**src/rtl/m68k_bus_ctrl_pkg.sv**
```systemverilog
// Shared types and constants for the 68000 bus controller: region codes,
// address-nibble decode values, FSM state encoding and select bit positions.
package m68k_bus_ctrl_pkg;

    typedef enum logic [2:0] {
        REGION_ROM,
        REGION_WRAM,
        REGION_PORT,
        REGION_IO,
        REGION_SROM,
        REGION_SRAM,
        REGION_UNMAPPED
    } region_e;

    localparam logic [3:0] DEC_ROM  = 4'h0;
    localparam logic [3:0] DEC_WRAM = 4'h1;
    localparam logic [3:0] DEC_PORT = 4'h2;
    localparam logic [3:0] DEC_IO   = 4'h3;
    localparam logic [3:0] DEC_SROM = 4'hC;
    localparam logic [3:0] DEC_SRAM = 4'hD;

    typedef logic [1:0] state_t;
    localparam state_t ST_IDLE = 2'd0;
    localparam state_t ST_WAIT = 2'd1;
    localparam state_t ST_ACK  = 2'd2;

    localparam int SEL_ROMOE   = 0;
    localparam int SEL_WRAM_CS = 1;
    localparam int SEL_PORTOE  = 2;
    localparam int SEL_PORTWE  = 3;
    localparam int SEL_IO_CS   = 4;
    localparam int SEL_SROMOE  = 5;
    localparam int SEL_SRAM_CS = 6;
    localparam int SEL_W       = 7;

    // Active-high mask of the select that a latched access drives.
    // ROM/SROM writes and unmapped accesses select nothing.
    function automatic logic [SEL_W-1:0] sel_mask(input region_e region,
                                                  input logic    rd,
                                                  input logic    strobe);
        logic [SEL_W-1:0] m;
        m = '0;
        case (region)
            REGION_ROM:  m[SEL_ROMOE]   = rd;
            REGION_WRAM: m[SEL_WRAM_CS] = 1'b1;
            REGION_PORT: begin
                m[SEL_PORTOE] = rd;
                m[SEL_PORTWE] = !rd && strobe;
            end
            REGION_IO:   m[SEL_IO_CS]   = 1'b1;
            REGION_SROM: m[SEL_SROMOE]  = rd;
            REGION_SRAM: m[SEL_SRAM_CS] = 1'b1;
            default:     m = '0;
        endcase
        return m;
    endfunction

endpackage

```
**src/rtl/m68k_addr_decode.sv**
```systemverilog
// Combinational region decode of ADDR[23:20] with per-region wait-state count.
module m68k_addr_decode
    import m68k_bus_ctrl_pkg::*;
#(
    parameter int unsigned WS_PORT = 1,
    parameter int unsigned WS_IO   = 1,
    parameter int unsigned WS_SRAM = 1,
    parameter int unsigned TIMEOUT = 15
) (
    input  logic [3:0] addr_hi,
    output region_e    region,
    output logic [3:0] ws
);

    always_comb begin
        region = REGION_UNMAPPED;
        ws     = 4'(TIMEOUT);
        case (addr_hi)
            DEC_ROM:  begin region = REGION_ROM;  ws = 4'd0;        end
            DEC_WRAM: begin region = REGION_WRAM; ws = 4'd0;        end
            DEC_PORT: begin region = REGION_PORT; ws = 4'(WS_PORT); end
            DEC_IO:   begin region = REGION_IO;   ws = 4'(WS_IO);   end
            DEC_SROM: begin region = REGION_SROM; ws = 4'd0;        end
            DEC_SRAM: begin region = REGION_SRAM; ws = 4'(WS_SRAM); end
            default:  begin region = REGION_UNMAPPED; ws = 4'(TIMEOUT); end
        endcase
    end

endmodule

```
**src/rtl/m68k_bus_ctrl.sv**
```systemverilog
// 68000 bus cycle controller: latches region on nAS, inserts wait states,
// drives registered chip selects and nDTACK, force-acks unmapped accesses.
module m68k_bus_ctrl
    import m68k_bus_ctrl_pkg::*;
#(
    parameter int unsigned WS_PORT = 1,
    parameter int unsigned WS_IO   = 1,
    parameter int unsigned WS_SRAM = 1,
    parameter int unsigned TIMEOUT = 15
) (
    input  logic        CLK_68KCLK,
    input  logic        nRESET,
    input  logic [23:1] M68K_ADDR,
    input  logic        nAS,
    input  logic        nUDS,
    input  logic        nLDS,
    input  logic        M68K_RW,
    output logic        nDTACK,
    output logic        nROMOE,
    output logic        nWRAM_CS,
    output logic        nPORTOE,
    output logic        nPORTWE,
    output logic        nIO_CS,
    output logic        nSROMOE,
    output logic        nSRAM_CS,
    output logic        BUS_TIMEOUT
);

    region_e          dec_region;
    logic [3:0]       dec_ws;

    state_t           state_q, state_d;
    logic [3:0]       wcnt_q, wcnt_d;
    region_e          region_q, region_d;
    logic             rw_q, rw_d;
    logic [SEL_W-1:0] sel_n_q, sel_n_d;
    logic             dtack_n_q, dtack_n_d;
    logic             timeout_q, timeout_d;
    logic             unused_addr;

    assign unused_addr = ^M68K_ADDR[19:1];

    m68k_addr_decode #(
        .WS_PORT (WS_PORT),
        .WS_IO   (WS_IO),
        .WS_SRAM (WS_SRAM),
        .TIMEOUT (TIMEOUT)
    ) u_decode (
        .addr_hi (M68K_ADDR[23:20]),
        .region  (dec_region),
        .ws      (dec_ws)
    );

    always_comb begin
        state_d   = state_q;
        wcnt_d    = wcnt_q;
        region_d  = region_q;
        rw_d      = rw_q;
        timeout_d = 1'b0;
        case (state_q)
            ST_IDLE: begin
                if (!nAS) begin
                    region_d = dec_region;
                    rw_d     = M68K_RW;
                    wcnt_d   = dec_ws;
                    state_d  = ST_WAIT;
                end
            end
            ST_WAIT: begin
                if (nAS) begin
                    state_d = ST_IDLE;
                end else if (wcnt_q == 4'd0) begin
                    state_d   = ST_ACK;
                    timeout_d = (region_q == REGION_UNMAPPED);
                end else begin
                    wcnt_d = wcnt_q - 4'd1;
                end
            end
            ST_ACK: begin
                if (nAS) begin
                    state_d = ST_IDLE;
                end
            end
            default: state_d = ST_IDLE;
        endcase

        // Outputs are registered from the next state so they track it with no lag.
        sel_n_d   = '1;
        if (state_d != ST_IDLE) begin
            sel_n_d = ~sel_mask(region_d, rw_d, !nUDS || !nLDS);
        end
        dtack_n_d = (state_d != ST_ACK);
    end

    always_ff @(posedge CLK_68KCLK or negedge nRESET) begin
        if (!nRESET) begin
            state_q   <= ST_IDLE;
            wcnt_q    <= 4'd0;
            region_q  <= REGION_UNMAPPED;
            rw_q      <= 1'b1;
            sel_n_q   <= '1;
            dtack_n_q <= 1'b1;
            timeout_q <= 1'b0;
        end else begin
            state_q   <= state_d;
            wcnt_q    <= wcnt_d;
            region_q  <= region_d;
            rw_q      <= rw_d;
            sel_n_q   <= sel_n_d;
            dtack_n_q <= dtack_n_d;
            timeout_q <= timeout_d;
        end
    end

    assign nDTACK      = dtack_n_q;
    assign nROMOE      = sel_n_q[SEL_ROMOE];
    assign nWRAM_CS    = sel_n_q[SEL_WRAM_CS];
    assign nPORTOE     = sel_n_q[SEL_PORTOE];
    assign nPORTWE     = sel_n_q[SEL_PORTWE];
    assign nIO_CS      = sel_n_q[SEL_IO_CS];
    assign nSROMOE     = sel_n_q[SEL_SROMOE];
    assign nSRAM_CS    = sel_n_q[SEL_SRAM_CS];
    assign BUS_TIMEOUT = timeout_q;

endmodule

```
**config.mk**
```make
export PLATFORM = sky130hd
export DESIGN_NAME = m68k_bus_ctrl
export DESIGN_NICKNAME = d
export VERILOG_FILES = /design/src/rtl/m68k_bus_ctrl_pkg.sv /design/src/rtl/m68k_addr_decode.sv /design/src/rtl/m68k_bus_ctrl.sv
export SDC_FILE = /design/constraint.sdc
export NUM_CORES = 1
export LEC_CHECK = 0
export ABC_AREA = 0
export ABC_CLOCK_PERIOD_IN_PS = 2170
export BUFFER_PORTS_ARGS = -buffer_cell sky130_fd_sc_hd__buf_2
export CAP_MARGIN = 20
export CORE_AREA = 4 4 65 67
export CTS_CLUSTER_DIAMETER = 40
export DETAILED_ROUTE_END_ITERATION = 8
export DIE_AREA = 0 0 69 71
export GPL_TIMING_DRIVEN = 1
export SLEW_MARGIN = 10
export SYNTH_ARGS = -nofsm -noshare
export SYNTH_HDL_FRONTEND = slang
export SYNTH_HIERARCHICAL = 1
export SYNTH_SLANG_ARGS = --single-unit
```
**constraint.sdc**
```tcl
create_clock -name CLK_68KCLK -period 2.17 [get_ports CLK_68KCLK]
set_clock_uncertainty 0.2 [all_clocks]
set_input_delay 0.651 -clock CLK_68KCLK [delete_from_list [all_inputs] [get_ports CLK_68KCLK]]
set_output_delay 0.651 -clock CLK_68KCLK [all_outputs]
set_load 0.05 [all_outputs]
```
==> reports/results.ini <==
[timing]
max_freq_mhz=531
hold_viol_final=0
rsz0062_at_grt=false
fin_crit_sh=0.867
layout_min_cycle_time_ns=1.88
timing.hold.ws_ns=0.116
slew_violations=0
worst_slew_pin_slew_ns=0.411
finalSetupViolCount=0
fin_ws_ns=0.288
slew-limit-headroom=0.718
tns_ns=0

[global_route]
gr-usage-all-layers=0.0855
overflow=0
grt_max_degree=20
grt_pass1_wl_um=3370
antenna_found_initial=0
grt_pass1_vias=726

[yosys]
syn-num-nets=118
synth_area_leaders=dfstp_2 29%, dfrtp_1 20%, mux2i_1 4.0%
yosysUniqueCellTypes=38
synthFlopType=dfstp_2
synth.top_cell.area_share=0.286
synth_area_leader_cell=dfstp_2
synth.ff_latch_count=19
yosysSeqAreaShare=0.484
synth.cell_area_mm2=0.00101
synth_edf_count=0
yosys_warnings=6
synthArstFlopShare=1.00
syn_area_per_cell_um2=11.5
syn-instance-count=88

[floorplan]
die_area_mm2=0.00490
rows=22
top_level_ports=38
die_w_um=69
start_util=0.278
core-area_mm2=0.00363
fp.dieH_um=71

[route]
dr_wl_met3_um=93
ant_nets=0
dr_wl_met2_um=822
drc=0
wl_um=1940
via_per_inst=4.69
vias=727
drt_first_pass_iters=4
top_layer=met4
wire_per_inst_um=12.5
met1_length_um=960
first_iter_violations=51

[final_layout]
final_common_cell=buf_2
area_growth_pct=16.7
layout.cells.non_filler=155
layout_common_cells=18 x buf_2, 11 x dfstp_2, 8 x dfrtp_1
fin_nets=138
antenna_cells=0
layout-drive-gt1-share=0.421

[clock_tree]
ctsResizeCount=0
clk_latency_ns=0.26
cts_hold_buf=0
clock-sinks=19
cts_htree_levels=1
cts_tree=yes
cts_setup_buffers=0
clockBufferDepth=2
clk_pin_slew_ns=0.07
cts_buffers=3
ctsRootBufferMaster=clkbuf_8

[setup_path]
crit_family=flip-flops
worstPathRequired_ns=1.32
worstSetupPathType=reg -> out
endpoint_kind=output pin
cp_num_buf_inv=1
crit_fanout=1
startpoint_type=flop
crit_path_max_incr_delay_ns=0.52
crit_slowest_cell=dfstp_2
path_cells=buf_2
arrival_ns=1.03

[power]
p_leak_nw=0.480
combPwrFrac=0.332
switchingPower_mw=0.386
seq_power_share=0.447
powerDensity_mw_per_mm2=948
power.share.clock=0.221
sw_frac_of_total=0.345
peakVddDrop_uv=280
finalPower_mw=1.12
p_int_mw=0.733

[placement]
dpl.hpwl_um=1510
io_buffers=18
gp_congestion=0.791
numPlacedInstances=151
dpl_worst_slack_ns=0.0864

[outcome]
status=complete, no violations

[worst_hold_path]
hold_class=in -> async

[run]
drv_cap=0

-- kinds of logic (layout without fill, tap and decap cells) --
group | count (synthesis) | after routing | synth area share
compound gates | 17 | 17 | 0.134
fa+ha+maj | 1 | 1 | 0.0124
buf+inv | 11 | 30 | 0.0656
flops | 19 | 19 | 0.484
mux | 8 | 8 | 0.0916
simple gates | 32 | 32 | 0.213
-- flip-flops by register name (all words and copies together) (netlist names) --
name,count
rw_q,1
wcnt_q,4
region_q,3
state_q,2
nDTACK,1
BUS_TIMEOUT,1
sel_n_q,7
-- stage by stage --
stage,util,instance area (µm²)
detailed placement,0.312,1130
global placement,0.312,1130
finish,0.325,1180
floorplan,-,1010
CTS,0.325,1180
global route,0.325,1180
-- cells in the mapped netlist, types with 2 or more instances --
cell type   n
nor3_1      3
nor2_1      3
o21ai_0     3
mux2i_1     4
a21oi_1     3
buf_4       2
dfrtp_1     8
nand4_1     2
nand3b_1    3
nand2_1     4
o2bb2ai_1   2
nand2b_1    4
a21o_1      2
nand4b_1    3
mux2_2      2
buf_6       2
mux2_4      2
dfstp_2    11
inv_1       5
nor3b_1     2
-- routing by layer --
metal | vias to the layer above | global-route usage
li1 | 357 | -
met1 | 347 | 0.117
met2 | 18 | 0.125
met3 | 5 | 0.0114
met4 | 0 | 0.0586
met5 | - | 0
-- area by class of cell --
cell class | count | area (µm²)
well taps | 48 | 60.1
fillers | 382 | 2450
flip-flops and latches | 19 | 489
clock inverters | 1 | 5.00
inverters | 6 | 23.8
clock buffers | 3 | 41.3
repair buffers | 20 | 105
multi-input cells | 58 | 455
-- path summary, 6_finish.rpt --
check,start,end,slack (ns),cells after the start
max,sel_n_q[2],nPORTOE,0.29,1
max reg2reg,state_q[1],sel_n_q[6],0.31,4
min reg2reg,region_q[1],BUS_TIMEOUT,0.33,2
min,nRESET,region_q[0],0.12,1
max in group asynchronous,nRESET,nDTACK,1.33,1
min in group CLK_68KCLK,region_q[1],BUS_TIMEOUT,0.33,2
-- power by group through the flow --
stage	registers, mW	clock network, mW	logic, mW
after floorplan	0.523	0	0.272
after global placement	0.500	0	0.358
after detailed placement	0.504	0	0.376
after CTS	0.501	0.254	0.376
after global routing	0.513	0.266	0.417
final	0.500	0.247	0.371
Power figures use the tool's default switching activity.
